$ cat src/rtl/sprite_tex_loader_if.sv
`default_nettype none
// ============================================================================
//  Module   : sprite_tex_loader_if
//  Purpose  : Bundles the loader's three buses: the burst request channel to
//             the SDRAM read engine, the returned word stream, and the shared
//             texture-RAM load bus toward the sprite renderer.
//  Ports    : none (signal container)
//             req_*   burst request valid/ready with start address and length
//             src_*   returned RGB565 word stream with valid/ready
//             load_*  shared write data plus per-texture enable and address
//  Modports : master - the loader (drives requests, src_ready and load bus)
//             slave  - read engine / renderer side
//  Revision : 1.0  initial release
// ============================================================================
interface sprite_tex_loader_if;
  logic        req_valid;
  logic [23:0] req_addr;
  logic [15:0] req_len;
  logic        req_ready;

  logic        src_valid;
  logic [15:0] src_data;
  logic        src_ready;

  logic [15:0] load_data;
  logic        bird_load_en;
  logic [12:0] bird_load_addr;
  logic        pipe_load_en;
  logic [15:0] pipe_load_addr;
  logic        base_load_en;
  logic [13:0] base_load_addr;

  modport master (
    output req_valid, req_addr, req_len,
    input  req_ready,
    input  src_valid, src_data,
    output src_ready,
    output load_data,
    output bird_load_en, bird_load_addr,
    output pipe_load_en, pipe_load_addr,
    output base_load_en, base_load_addr
  );

  modport slave (
    input  req_valid, req_addr, req_len,
    output req_ready,
    output src_valid, src_data,
    input  src_ready,
    input  load_data,
    input  bird_load_en, bird_load_addr,
    input  pipe_load_en, pipe_load_addr,
    input  base_load_en, base_load_addr
  );
endinterface
`default_nettype wire

$ cat src/rtl/sprite_tex_loader.sv
`default_nettype none
// ============================================================================
//  Module   : sprite_tex_loader
//  Purpose  : Boot-time texture loader. On start it requests the bird, pipe
//             and ground textures from the SDRAM read engine in turn and
//             streams each returned word into the matching texture RAM.
//             A watchdog aborts the sequence if the stream stalls.
//  Ports    : clk, rst   clock and synchronous active-high reset
//             start      one-cycle pulse, honoured only in IDLE or ERR
//             bus        request / source stream / load bus (master side)
//             busy       sequence in progress
//             done       one-cycle pulse after the last ground word write
//             tex_ready  level, all textures loaded
//             error      level, stream timeout
//  Revision : 1.0  initial release
// ============================================================================
module sprite_tex_loader #(
  parameter logic [23:0] BIRD_SRC_ADDR = 24'h0C0000,
  parameter int unsigned BIRD_LEN      = 5250,
  parameter logic [23:0] PIPE_SRC_ADDR = 24'h0C2000,
  parameter int unsigned PIPE_LEN      = 40000,
  parameter logic [23:0] BASE_SRC_ADDR = 24'h0CC000,
  parameter int unsigned BASE_LEN      = 9600,
  parameter int unsigned TIMEOUT       = 1000000
) (
  input  logic                       clk,
  input  logic                       rst,
  input  logic                       start,
  sprite_tex_loader_if.master        bus,
  output logic                       busy,
  output logic                       done,
  output logic                       tex_ready,
  output logic                       error
);

  typedef enum logic [3:0] {
    IDLE     = 4'd0,
    REQ_BIRD = 4'd1,
    LD_BIRD  = 4'd2,
    REQ_PIPE = 4'd3,
    LD_PIPE  = 4'd4,
    REQ_BASE = 4'd5,
    LD_BASE  = 4'd6,
    FIN      = 4'd7,
    ERR      = 4'd8
  } state_t;

  localparam logic [15:0] c_bird_len  = 16'(BIRD_LEN);
  localparam logic [15:0] c_pipe_len  = 16'(PIPE_LEN);
  localparam logic [15:0] c_base_len  = 16'(BASE_LEN);
  localparam logic [15:0] c_bird_last = 16'(BIRD_LEN - 1);
  localparam logic [15:0] c_pipe_last = 16'(PIPE_LEN - 1);
  localparam logic [15:0] c_base_last = 16'(BASE_LEN - 1);
  localparam logic [31:0] c_wd_last   = 32'(TIMEOUT - 1);

  state_t      state_q, state_d;
  logic        req_valid_q, req_valid_d;
  logic [23:0] req_addr_q, req_addr_d;
  logic [15:0] req_len_q, req_len_d;
  logic        src_ready_q, src_ready_d;
  logic [15:0] load_data_q, load_data_d;
  logic        bird_en_q, bird_en_d;
  logic [12:0] bird_addr_q, bird_addr_d;
  logic        pipe_en_q, pipe_en_d;
  logic [15:0] pipe_addr_q, pipe_addr_d;
  logic        base_en_q, base_en_d;
  logic [13:0] base_addr_q, base_addr_d;
  logic        busy_q, busy_d;
  logic        done_q, done_d;
  logic        tex_ready_q, tex_ready_d;
  logic        error_q, error_d;
  logic [15:0] cnt_q, cnt_d;
  logic [31:0] wd_q, wd_d;

  logic w_accept;
  logic w_req_fire;
  logic w_active;

  // src_ready_q is only ever set in LD states, so an accept implies LD_x.
  assign w_accept   = bus.src_valid && src_ready_q;
  assign w_req_fire = req_valid_q && bus.req_ready;
  assign w_active   = (state_q != IDLE) && (state_q != FIN) && (state_q != ERR);

  always_comb begin
    state_d     = state_q;
    req_valid_d = req_valid_q;
    req_addr_d  = req_addr_q;
    req_len_d   = req_len_q;
    src_ready_d = src_ready_q;
    load_data_d = load_data_q;
    bird_en_d   = 1'b0;
    bird_addr_d = bird_addr_q;
    pipe_en_d   = 1'b0;
    pipe_addr_d = pipe_addr_q;
    base_en_d   = 1'b0;
    base_addr_d = base_addr_q;
    busy_d      = busy_q;
    done_d      = 1'b0;
    tex_ready_d = tex_ready_q;
    error_d     = error_q;
    cnt_d       = cnt_q;
    wd_d        = wd_q;

    case (state_q)
      IDLE, ERR: begin
        if (start) begin
          state_d     = REQ_BIRD;
          req_valid_d = 1'b1;
          req_addr_d  = BIRD_SRC_ADDR;
          req_len_d   = c_bird_len;
          busy_d      = 1'b1;
          tex_ready_d = 1'b0;
          error_d     = 1'b0;
          wd_d        = '0;
        end
      end

      REQ_BIRD, REQ_PIPE, REQ_BASE: begin
        if (w_req_fire) begin
          req_valid_d = 1'b0;
          src_ready_d = 1'b1;
          cnt_d       = '0;
          wd_d        = '0;
          state_d     = (state_q == REQ_BIRD) ? LD_BIRD :
                        (state_q == REQ_PIPE) ? LD_PIPE : LD_BASE;
        end
      end

      LD_BIRD: begin
        if (w_accept) begin
          load_data_d = bus.src_data;
          bird_addr_d = cnt_q[12:0];
          bird_en_d   = 1'b1;
          cnt_d       = cnt_q + 16'd1;
          wd_d        = '0;
          if (cnt_q == c_bird_last) begin
            // Next request rises together with this word's write enable.
            state_d     = REQ_PIPE;
            src_ready_d = 1'b0;
            req_valid_d = 1'b1;
            req_addr_d  = PIPE_SRC_ADDR;
            req_len_d   = c_pipe_len;
          end
        end
      end

      LD_PIPE: begin
        if (w_accept) begin
          load_data_d = bus.src_data;
          pipe_addr_d = cnt_q;
          pipe_en_d   = 1'b1;
          cnt_d       = cnt_q + 16'd1;
          wd_d        = '0;
          if (cnt_q == c_pipe_last) begin
            state_d     = REQ_BASE;
            src_ready_d = 1'b0;
            req_valid_d = 1'b1;
            req_addr_d  = BASE_SRC_ADDR;
            req_len_d   = c_base_len;
          end
        end
      end

      LD_BASE: begin
        if (w_accept) begin
          load_data_d = bus.src_data;
          base_addr_d = cnt_q[13:0];
          base_en_d   = 1'b1;
          cnt_d       = cnt_q + 16'd1;
          wd_d        = '0;
          if (cnt_q == c_base_last) begin
            // done/tex_ready land in the same cycle as the final write.
            state_d     = FIN;
            src_ready_d = 1'b0;
            done_d      = 1'b1;
            tex_ready_d = 1'b1;
          end
        end
      end

      FIN: begin
        state_d = IDLE;
        busy_d  = 1'b0;
      end

      default: begin
        state_d = IDLE;
      end
    endcase

    // Watchdog: any request/load cycle without a handshake counts toward
    // the timeout; the abort overrides the hold-state defaults above.
    if (w_active && !w_req_fire && !w_accept) begin
      if (wd_q == c_wd_last) begin
        state_d     = ERR;
        error_d     = 1'b1;
        req_valid_d = 1'b0;
        src_ready_d = 1'b0;
        busy_d      = 1'b0;
        wd_d        = '0;
      end else begin
        wd_d = wd_q + 32'd1;
      end
    end
  end

  always_ff @(posedge clk) begin
    if (rst) begin
      state_q     <= IDLE;
      req_valid_q <= 1'b0;
      req_addr_q  <= '0;
      req_len_q   <= '0;
      src_ready_q <= 1'b0;
      load_data_q <= '0;
      bird_en_q   <= 1'b0;
      bird_addr_q <= '0;
      pipe_en_q   <= 1'b0;
      pipe_addr_q <= '0;
      base_en_q   <= 1'b0;
      base_addr_q <= '0;
      busy_q      <= 1'b0;
      done_q      <= 1'b0;
      tex_ready_q <= 1'b0;
      error_q     <= 1'b0;
      cnt_q       <= '0;
      wd_q        <= '0;
    end else begin
      state_q     <= state_d;
      req_valid_q <= req_valid_d;
      req_addr_q  <= req_addr_d;
      req_len_q   <= req_len_d;
      src_ready_q <= src_ready_d;
      load_data_q <= load_data_d;
      bird_en_q   <= bird_en_d;
      bird_addr_q <= bird_addr_d;
      pipe_en_q   <= pipe_en_d;
      pipe_addr_q <= pipe_addr_d;
      base_en_q   <= base_en_d;
      base_addr_q <= base_addr_d;
      busy_q      <= busy_d;
      done_q      <= done_d;
      tex_ready_q <= tex_ready_d;
      error_q     <= error_d;
      cnt_q       <= cnt_d;
      wd_q        <= wd_d;
    end
  end

  assign bus.req_valid      = req_valid_q;
  assign bus.req_addr       = req_addr_q;
  assign bus.req_len        = req_len_q;
  assign bus.src_ready      = src_ready_q;
  assign bus.load_data      = load_data_q;
  assign bus.bird_load_en   = bird_en_q;
  assign bus.bird_load_addr = bird_addr_q;
  assign bus.pipe_load_en   = pipe_en_q;
  assign bus.pipe_load_addr = pipe_addr_q;
  assign bus.base_load_en   = base_en_q;
  assign bus.base_load_addr = base_addr_q;
  assign busy               = busy_q;
  assign done               = done_q;
  assign tex_ready          = tex_ready_q;
  assign error              = error_q;

endmodule
`default_nettype wire

$ cat src/flat_wrapper.sv
// flat-port wrapper written by rule: the top's interface ports become plain ports
module sprite_tex_loader_flat 
#(
  parameter logic [23:0] BIRD_SRC_ADDR = 24'h0C0000,
  parameter int unsigned BIRD_LEN      = 5250,
  parameter logic [23:0] PIPE_SRC_ADDR = 24'h0C2000,
  parameter int unsigned PIPE_LEN      = 40000,
  parameter logic [23:0] BASE_SRC_ADDR = 24'h0CC000,
  parameter int unsigned BASE_LEN      = 9600,
  parameter int unsigned TIMEOUT       = 1000000
)
  (clk, rst, start, busy, done, tex_ready, error, bus_req_valid, bus_req_addr, bus_req_len, bus_req_ready, bus_src_valid, bus_src_data, bus_src_ready, bus_load_data, bus_bird_load_en, bus_bird_load_addr, bus_pipe_load_en, bus_pipe_load_addr, bus_base_load_en, bus_base_load_addr);
  sprite_tex_loader_if bus_i ();
  input  logic clk;
  input  logic rst;
  input  logic start;
  output logic busy;
  output logic done;
  output logic tex_ready;
  output logic error;
  output wire logic [$bits(bus_i.req_valid)-1:0] bus_req_valid;
  output wire logic [$bits(bus_i.req_addr)-1:0] bus_req_addr;
  output wire logic [$bits(bus_i.req_len)-1:0] bus_req_len;
  input wire logic [$bits(bus_i.req_ready)-1:0] bus_req_ready;
  input wire logic [$bits(bus_i.src_valid)-1:0] bus_src_valid;
  input wire logic [$bits(bus_i.src_data)-1:0] bus_src_data;
  output wire logic [$bits(bus_i.src_ready)-1:0] bus_src_ready;
  output wire logic [$bits(bus_i.load_data)-1:0] bus_load_data;
  output wire logic [$bits(bus_i.bird_load_en)-1:0] bus_bird_load_en;
  output wire logic [$bits(bus_i.bird_load_addr)-1:0] bus_bird_load_addr;
  output wire logic [$bits(bus_i.pipe_load_en)-1:0] bus_pipe_load_en;
  output wire logic [$bits(bus_i.pipe_load_addr)-1:0] bus_pipe_load_addr;
  output wire logic [$bits(bus_i.base_load_en)-1:0] bus_base_load_en;
  output wire logic [$bits(bus_i.base_load_addr)-1:0] bus_base_load_addr;
  assign bus_req_valid = bus_i.req_valid;
  assign bus_req_addr = bus_i.req_addr;
  assign bus_req_len = bus_i.req_len;
  assign bus_i.req_ready = bus_req_ready;
  assign bus_i.src_valid = bus_src_valid;
  assign bus_i.src_data = bus_src_data;
  assign bus_src_ready = bus_i.src_ready;
  assign bus_load_data = bus_i.load_data;
  assign bus_bird_load_en = bus_i.bird_load_en;
  assign bus_bird_load_addr = bus_i.bird_load_addr;
  assign bus_pipe_load_en = bus_i.pipe_load_en;
  assign bus_pipe_load_addr = bus_i.pipe_load_addr;
  assign bus_base_load_en = bus_i.base_load_en;
  assign bus_base_load_addr = bus_i.base_load_addr;
  sprite_tex_loader #(.BIRD_SRC_ADDR(BIRD_SRC_ADDR), .BIRD_LEN(BIRD_LEN), .PIPE_SRC_ADDR(PIPE_SRC_ADDR), .PIPE_LEN(PIPE_LEN), .BASE_SRC_ADDR(BASE_SRC_ADDR), .BASE_LEN(BASE_LEN), .TIMEOUT(TIMEOUT)) u_core (.clk(clk), .rst(rst), .start(start), .bus(bus_i), .busy(busy), .done(done), .tex_ready(tex_ready), .error(error));
endmodule
$ cat config.mk
export PLATFORM = sky130hd
export DESIGN_NAME = sprite_tex_loader_flat
export DESIGN_NICKNAME = d
export VERILOG_FILES = /design/src/rtl/sprite_tex_loader_if.sv /design/src/rtl/sprite_tex_loader.sv /design/src/flat_wrapper.sv
export SDC_FILE = /design/constraint.sdc
export NUM_CORES = 1
export LEC_CHECK = 0
export ABC_AREA = 1
export CORE_MARGIN = 2
export CORE_UTILIZATION = 45
export DETAILED_ROUTE_END_ITERATION = 16
export PLACE_DENSITY = 0.69
export SYNTH_ARGS = -nofsm -noshare
export SYNTH_HDL_FRONTEND = slang
export SYNTH_SLANG_ARGS = --single-unit
$ cat constraint.sdc
create_clock -name clk -period 1.95 [get_ports clk]
set_input_delay 0.39 -clock clk [delete_from_list [all_inputs] [get_ports clk]]
set_output_delay 0.39 -clock clk [all_outputs]
set_load 0.03 [all_outputs]
==> flow_summary.ini, run 1 <==
[run_status]
status = completed

[route]
wl_per_cell_um = 14.5
drt_wl_total_um = 18400
routed-via-count = 6555
vias_per_cell = 5.19
drt_pass1_iterations = 7
first_iter_violations = 529
drc = 0
ant_nets = 0

[power]
power.total_uw = 7860
p_per_area_nw_per_um2 = 949
ir_worst_vdd_mv = 0.709
cellLeakagePower_uw = 0.00309

[final_layout]
final_common_cell = nand2_1
multi_input_area_sq_um = 3280
nNetsFinal = 1095
drive_gt1_share_pct = 8.95
register_area_sq_um = 2520
final_cells = 1264
diodes = 0
num-fill-cells = 1350
area_growth_pct = 28.2
utilization_pct = 59.4
layout_common_cells = nand2_1, nor2_1, dfxtp_1, nand3_1, clkdlybuf4s50_1

[placement]
numPlacedInstances = 1232
dp_hpwl_um = 13200
io_buffers = 102
place.gp.congestion = 0.935

[synth]
synth_warnings = 0
synth_area_sq_um = 6460
synth_cells = 964
ys_seq_elements = 126
avgSynthCellArea_sq_um = 6.70
synth.distinct_cells = 34
synth_seq_area_share_pct = 39.0

[sta]
skew_ns = 0.00768
worst_pin_slew_ns = 0.541
slew_violations = 0
whs_ns = 0.327
fin_crit_ns = 1.90
fin_crit_sh_pct = 97.4
hold_violations = 0
max_slew_margin_pct = 63.9
setup_violations = 0
max_freq_mhz = 527

[flow_run]
cap_viol_max_count = 0

[floorplan]
num_rows = 43
dieHeight_um = 124
num_io_pins = 129
die_w_um = 124
start_util_pct = 46.4
dieArea_sq_um = 15300
core_region_area_sq_um = 13900

[grt]
grt_use_total_pct = 24.5
grt.overflow.total = 0
grt_pass1_vias = 5876
antenna_found_initial = 0
grt_max_degree = 51
grt_pass1_wl_um = 29200

[setup_path]
crit_family = buffers and inverters
crit_start = u_core.bus.req_addr[15]$_SDFFE_PP0P_
worstSetupEndpointType = output pin
max_stage_delay_ns = 0.70
reg2reg_from = u_core.state_q[2]$_SDFF_PP0_
required_ns = 1.56
crit_fanout = 5
critPathBufInv = 1
path_class = reg2out
critPathLaunchType = flip-flop
crit_slowest_cell = clkdlybuf4s50_1
crit_arrival_ns = 1.51
cp_cell_sequence = clkdlybuf4s50_1

[clocking]
cts.sinks = 126
cts_max_path_buffers = 2
tritoncts = done
htreeDepth = 4
cts-root-buf = clkbuf_16
numCtsBuffers = 17
clk_pin_slew_ns = 0.06
clk_latency_ns = 0.42
post_cts_buffers = 0

[hold_path]
hp-start = rst
hp-class = in2reg
==> path summary, 6_finish.rpt <==
path | end | slack [ns] | depth (start not counted)
max reg2reg | u_core.wd_q[16]$_SDFFE_PP0P_ | 0.25 | 10
max | bus_req_len[13] | 0.05 | 1
min reg2reg | u_core.bus.req_len[12]$_SDFFE_PP0P_ | 0.44 | 2
min | u_core.bus.base_load_en$_SDFF_PP0_ | 0.33 | 2
==> cell type report <==
cell class              instances  share of cell area, %
clock inverters                 9                   1.92
flip-flops and latches        126                   30.5
well taps                     180                   2.72
clock buffers                  23                   5.53
multi-input cells             716                   39.6
inverters                      73                   3.32
repair buffers                137                   16.4
==> registers in the layout, summed over array words and instances (netlist names) <==
| signal | count |
|---|---|
| u_core.bus.base_load_addr | 14 |
| u_core.bus.bird_load_en | 1 |
| u_core.bus.src_ready | 1 |
| u_core.wd_q | 32 |
| u_core.bus.pipe_load_en | 1 |
| u_core.bus.load_data | 16 |
| u_core.bus.base_load_en | 1 |
| u_core.cnt_q | 16 |
| u_core.bus.bird_load_addr | 13 |
| u_core.state_q | 4 |
| u_core.bus.req_valid | 1 |
| u_core.bus.req_addr | 3 |
| u_core.done | 1 |
| u_core.error | 1 |
| u_core.busy | 1 |
| u_core.bus.pipe_load_addr | 16 |
| u_core.bus.req_len | 3 |
| u_core.tex_ready | 1 |
==> report_power, final <==
part	switching (uW)	leakage [uW]	internal, uW	total, uW
clock	1150	0.000296	2180	3330
sequential	61.1	0.00102	2660	2720
combinational	1180	0.00178	621	1800
total	2400	0.00309	5460	7860
==> per-stage QoR <==
stage	worst slack [ns]	TNS, ns	cell area [sq um]
final	0.0515	0	8280
after global routing	-0.00759	-0.0137	8280
after CTS	0.0227	0	8270
after detailed placement	0.0223	0	7660
after global placement	0.0416	0	7660
after floorplan	0.347	0	6550
==> synth_stat cells (all sizes together) <==
library cell / n / share of area [%]
nand3b: 1 / 0.12
xor2: 3 / 0.41
conb: 1 / 0.058
ha: 3 / 0.58
a21boi: 1 / 0.12
dfxtp: 126 / 39
buf: 58 / 6.4
a21oi: 98 / 7.7
nor3: 7 / 0.54
nand2: 224 / 14
o21bai: 4 / 0.46
clkbuf: 16 / 0.95
xnor2: 1 / 0.14
inv: 72 / 4.2
nand4: 26 / 2.6
nand3: 128 / 10
clkinv: 1 / 0.077
o22ai: 1 / 0.097
or2: 7 / 0.68
o21ai: 41 / 3.2
nor2: 145 / 9.0
==> kinds of logic (layout without fill, tap and decap cells) <==
kind of cell / after synthesis / in the layout / share of synthesized area (%)
AND/OR/NAND/NOR: 538 / 538 / 36.6
buffers and inverters: 147 / 242 / 11.6
AO/OA/AOI/OAI: 145 / 145 / 11.5
flip-flops: 126 / 126 / 39.0
XOR/XNOR: 4 / 4 / 0.542
adder cells (fa/ha/maj): 3 / 3 / 0.581
other: 1 / 26 / 0.0581
==> timing repair <==
action / CTS / global route
endpoints found under the hold margin: 0 / 0
endpoints found under the setup margin: 0 / 6
resized for setup: 0 / 3
hold buffers: 0 / 0
==> layer usage <==
metal / track usage, % / part of all wire, % / routed length, um / vias up
met1: 32.7 / 44 / 8160 / 3011
met5: 0 / 0 / 0 / -
met4: 6.89 / 1.2 / 227 / 0
met3: 5.86 / 7.3 / 1340 / 19
li1: - / - / - / 3301
met2: 39.4 / 47 / 8640 / 224
(Power assumes the default switching activity.)
==> run 2: changes to the inputs <==
PLACE_DENSITY = 0.72   (was 0.69)
SLEW_MARGIN = 20   (was not set)
clock period = 1.5 ns   (was 1.95 ns; I/O delays follow)
==> run 2 against run 1 <==
- die area unchanged
- via count increased by 12%
- sequential power increased by 33%
- clock-buffer cell count decreased by 2
- combinational power increased by 110%
- critical path depth increased by 10
- hold slack improved by 0.0042 ns
- largest cell class unchanged
- core utilization increased by 9.5 points
- global-route usage increased by 2.8 points
- highest routed layer unchanged
- sequential share of layout area decreased by 3.9 points
- cell area increased by 16%
- the run now ends with negative setup slack left
==> flow_summary.ini, run 2 (synthesized netlist as in run 1, its figures left out) <==
[run_status]
status = complete, but fails checks
violations = negative setup slack

[clocking]
postCtsHoldBufs = 0
cts_max_path_buffers = 2
numCtsBuffers = 17
tritoncts = done
cts-root-buf = clkbuf_16
clk_pin_slew_ns = 0.06
cts.sinks = 126
htreeDepth = 4
clk_latency_ns = 0.43

[power]
p_per_area_nw_per_um2 = 1200
cellLeakagePower_uw = 0.00387
ir_worst_vdd_mv = 1.05

[placement]
io_buffers = 102
place_area_sq_um = 8360
place.gp.congestion = 0.949
dp_hpwl_um = 14000

[setup_path]
cp_cell_sequence = buf_6 -> nand2_4 -> inv_4 -> nand2_4 -> nand2_4 -> nand2_2 -> nand2_2 -> nor2_4 -> buf_6 -> o21ai_0 -> a21oi_1
required_ns = 1.80
crit_family = simple AND/OR/NAND/NOR gates
crit_arrival_ns = 1.91
critPathLaunchType = flip-flop
max_stage_delay_ns = 0.36
worstSetupEndpointType = flip-flop
critPathBufInv = 3
cp_common_cell = nand2_4
crit_fanout = 7
path_class = reg2reg
crit_slowest_cell = dfxtp_2

[route]
vias_per_cell = 5.36
wl_per_cell_um = 15.9
drt_wl_total_um = 21800
ant_nets = 0
drt_pass1_iterations = 5
routed-via-count = 7333
first_iter_violations = 701
drc = 0

[final_layout]
register_area_sq_um = 2540
area_growth_pct = 48.6
utilization_pct = 68.9
largest_reg_flops = 32
diodes = 0
regMostFlops = u_core.wd_q
multi_input_area_sq_um = 3760
final_common_cell = nand2_1
drive_gt1_share_pct = 28.1
layout_common_cells = nand2_1, nor2_1, dfxtp_1, buf_4, nand3_1
nNetsFinal = 1199
final_cell_area_sq_um = 9600
num-fill-cells = 1129

[sta]
hold_violations = 0
setup_violations = 66
skew_ns = 0.00707
slew_violations = 0
max_freq_mhz = 621
fin_crit_ns = 1.61
fin_crit_sh_pct = 107
setup_slack_ns = -0.109
rsz0062_at_grt = true

[flow_run]
cap_viol_max_count = 0

[hold_path]
hp-class = in2reg

[grt]
grt_pass1_wl_um = 32700
grt_pass1_vias = 6726
grt.overflow.total = 0
antenna_found_initial = 0
grt_use_total_pct = 27.3
grt_max_degree = 56

[floorplan]
num_io_pins = 129
die_w_um = 124
start_util_pct = 46.4
dieArea_sq_um = 15300
core_region_area_sq_um = 13900
dieHeight_um = 124
num_rows = 43
[run 2: path summary, 6_finish.rpt]
kind / startpoint / end / slack (ns) / depth (start not counted)
worst max-delay path: u_core.state_q[1]$_SDFF_PP0_ / u_core.cnt_q[1]$_SDFFE_PP0P_ / -0.11 / 11
worst min-delay path: rst / u_core.bus.req_addr[18]$_SDFFE_PP0P_ / 0.33 / 3
worst max register to register: u_core.state_q[1]$_SDFF_PP0_ / u_core.cnt_q[1]$_SDFFE_PP0P_ / -0.11 / 11
worst min register to register: u_core.bus.pipe_load_addr[9]$_SDFFE_PP0P_ / u_core.bus.pipe_load_addr[9]$_SDFFE_PP0P_ / 0.46 / 2
[run 2: report_power, final]
part / switching, uW / leakage, uW / internal [uW]
clock: 1620 / 0.000282 / 2470
sequential: 134 / 0.00102 / 3480
combinational: 2190 / 0.00257 / 1660
total: 3940 / 0.00387 / 7610
[run 2: metal layers]
metal | share of wire (%) | vias to the layer above | global-route usage, %
li1 | - | 3518 | -
met1 | 41 | 3401 | 34.0
met2 | 48 | 358 | 45.0
met3 | 8.5 | 56 | 6.82
met4 | 2.6 | 0 | 10.9
met5 | 0 | - | 0
[run 2: tightest hold or removal path, delay by kind of cell]
family	cells	cell delay [ns]
buffers and inverters	2	0.37
AOI/OAI and AO/OA	1	0.04
[run 2: cell type report]
cell class	instances	area share, %
Inverter	73	3.00
Multi-Input combinational cell	716	39.2
Sequential cell	126	26.5
Timing Repair Buffer	241	22.8
Clock inverter	11	1.11
Clock buffer	21	5.01
Tap cell	180	2.35
[run 2: timing repair]
item                                    4_1_cts  5_1_grt
setup buffers                                 5        6
endpoints found under the setup margin      179      160
pin swaps                                    15       33
resized for setup                           159      177
cloned                                        2        4
endpoints found under the hold margin         0        0
[run 2: stage by stage]
| step | setup slack, ns | instances | power (uW) | hold WS [ns] | TNS [ns] |
|---|---|---|---|---|---|
| 6_report | -0.109 | 1368 | 11500 | 0.331 | -3.11 |
| 2_1_floorplan | 0.0152 | 989 | 5230 | 0.463 | 0 |
| 3_3_place_gp | -0.311 | 1319 | 6350 | 0.440 | -24.07 |
| 4_1_cts | -0.0385 | 1358 | 10800 | 0.323 | -0.115 |
| 5_1_grt | -0.190 | 1368 | 11900 | 0.345 | -9.49 |
| 3_5_place_dp | -0.368 | 1319 | 6370 | 0.444 | -26.94 |
==> run 3: changes to the inputs <==
CORE_ASPECT_RATIO = 0.75   (was not set)
==> run 3 against run 2 <==
- the run still ends with negative setup slack left
- routed wire length is 1.6% lower
- worst setup slack better by 0.034 ns
- via count is 0.98% lower
- combinational power is 7.3% lower
- global-route usage is 1.1 points lower
- maximum frequency is 2.2% higher
- critical path type unchanged
- critical endpoint is now u_core.bus.req_addr[13]$_SDFFE_PP0P_
- largest power group unchanged
==> flow_summary.ini, run 3 (synthesized netlist as in run 1, its figures left out) <==
[power]
ir_worst_vdd_mv = 0.883
p_sw_share_pct = 33.4
p_switching_uw = 3850
pwr-share-clk_pct = 37.6
seqPwrFrac_pct = 31.4
p_per_area_nw_per_um2 = 1200
p_int_uw = 7660
power.total_uw = 11500
pwr-share-comb_pct = 30.9
cellLeakagePower_uw = 0.00393

[route]
drt_wl_total_um = 21500
routed-via-count = 7261
vias_per_cell = 5.33
drt_pass1_iterations = 5
first_iter_violations = 689
drc = 0
ant_nets = 0
wl_per_cell_um = 15.7

[floorplan]
num_io_pins = 129
num_rows = 37
dieHeight_um = 108
start_util_pct = 46.5
dieArea_sq_um = 15300
die_w_um = 142
core_region_area_sq_um = 13900

[sta]
skew_ns = 0.00774
rsz0062_at_grt = true
setup_slack_ns = -0.0748
fin_crit_sh_pct = 105
max_freq_mhz = 635
slew_violations = 0
fin_crit_ns = 1.57
setup_violations = 32
hold_violations = 0

[setup_path]
crit_arrival_ns = 1.87
critPathLaunchType = flip-flop
worstSetupEndpointType = flip-flop
rr_worst_depth = 9
path_class = reg2reg
worstReg2RegEnd = u_core.bus.req_addr[13]$_SDFFE_PP0P_
r2r_slack_ns = -0.07
required_ns = 1.80
reg2reg_from = u_core.cnt_q[1]$_SDFFE_PP0P_
crit_fanout = 8

[final_layout]
layout_common_cells = nand2_1, buf_4, nor2_1, dfxtp_1, nand3_1
nNetsFinal = 1199
drive_gt1_share_pct = 29.1
area_growth_pct = 48.8
final_cells = 1363
diodes = 0
final_common_cell = nand2_1
regMostFlops = u_core.wd_q
largest_reg_flops = 32
utilization_pct = 69.2
num-fill-cells = 1167

[run_status]
violations = negative setup slack
status = complete, but fails checks

[clocking]
postCtsHoldBufs = 0
tritoncts = done
cts_max_path_buffers = 2
numCtsBuffers = 17
htreeDepth = 4
cts-root-buf = clkbuf_16
clk_latency_ns = 0.43
cts.sinks = 126
clk_pin_slew_ns = 0.06

[placement]
place.gp.congestion = 0.962
io_buffers = 102
dp_hpwl_um = 14500
dp_slack_ns = -0.365
numPlacedInstances = 1318

[hold_path]
hold_depth = 3
hp-start = rst
hp-class = in2reg
hold_path_end = u_core.wd_q[8]$_SDFFE_PP0P_

[grt]
grt_use_total_pct = 26.1
antenna_found_initial = 0
grt_pass1_vias = 6358
grt.overflow.total = 0
grt_pass1_wl_um = 31700
grt_max_degree = 53

[flow_run]
cap_viol_max_count = 0
run 3: changes by cell type in the layout (fill, tap and decap cells not counted), moves of 5 or more:
| cell | delta |
|---|---|
| clkdlybuf4s15_1 | -10 |
| buf_4 | +6 |
| nor2_1 | -11 |
| o21ai_2 | -7 |
| o21ai_0 | +7 |
| nand2_2 | +6 |
| nand2_1 | -5 |
| inv_2 | +5 |
| buf_6 | -7 |
| nor2_2 | +9 |
| clkbuf_2 | -7 |
| dlygate4sd2_1 | +15 |
run 3: power groups by stage:
| stage | combinational, uW | sequential (uW) | clock, uW |
|---|---|---|---|
| floorplan | 1500 | 3730 | 0 |
| global placement | 2610 | 3620 | 0 |
| detailed placement | 2630 | 3620 | 0 |
| CTS | 2880 | 3580 | 4370 |
| global route | 3730 | 3630 | 4540 |
| finish | 3560 | 3620 | 4330 |
run 3: layout make-up:
cell class                 count  area [sq um]  area share, %
inverter                      73           279           2.90
tap                          175           219           2.28
sequential                   126          2560           26.6
clock inverter                14           181           1.89
multi-input combinational    716          3740           38.9
timing repair buffer         241          2190           22.8
clock buffer                  18           439           4.57
run 3: metrics by stage:
step                      hold slack, ns  TNS [ns]  cell area, sq um
final                              0.394    -0.715              9620
after global placement             0.433    -20.29              8410
after floorplan                    0.463         0              6570
after CTS                          0.377   -0.0690              9150
after global routing               0.402     -4.66              9620
after detailed placement           0.437    -24.30              8410
run 3: timing repair:
item,in CTS,in global routing
cloned,1,2
gates resized for setup,154,159
pin swaps,8,35
buffers inserted,2,8
endpoints found under the setup margin,157,126
run 3: critical path, cell delays in order, from the launching register on:
cell     delay [ns]
dfxtp_4        0.37
inv_2          0.08
ha_4           0.13
nand4_1        0.12
nor2_2         0.21
nand3_2        0.10
nand2_2        0.11
nand3_4        0.15
nand2_1        0.12
a21oi_1        0.08
run 3: how the worst max path moves through the flow:
stage                                 startpoint  slack [ns]                              endpoint  cells after the start
floorplan           u_core.cnt_q[0]$_SDFFE_PP0P_        0.02          u_core.state_q[0]$_SDFF_PP0_                     11
global placement                   bus_src_valid       -0.30    u_core.bus.req_len[1]$_SDFFE_PP0P_                      8
detailed placement                 bus_src_valid       -0.37          u_core.state_q[0]$_SDFF_PP0_                      9
CTS                 u_core.state_q[2]$_SDFF_PP0_       -0.04          u_core.wd_q[17]$_SDFFE_PP0P_                     10
global route        u_core.cnt_q[1]$_SDFFE_PP0P_       -0.15  u_core.bus.req_addr[13]$_SDFFE_PP0P_                      9
finish              u_core.cnt_q[1]$_SDFFE_PP0P_       -0.07  u_core.bus.req_addr[13]$_SDFFE_PP0P_                      9
run 3: routing by layer:
metal	wire length (um)	vias up	track usage (%)
li1	-	3527	-
met4	332	0	7.99
met5	0	-	0
met1	10000	3369	37.4
met3	1720	35	5.34
met2	9370	330	39.6
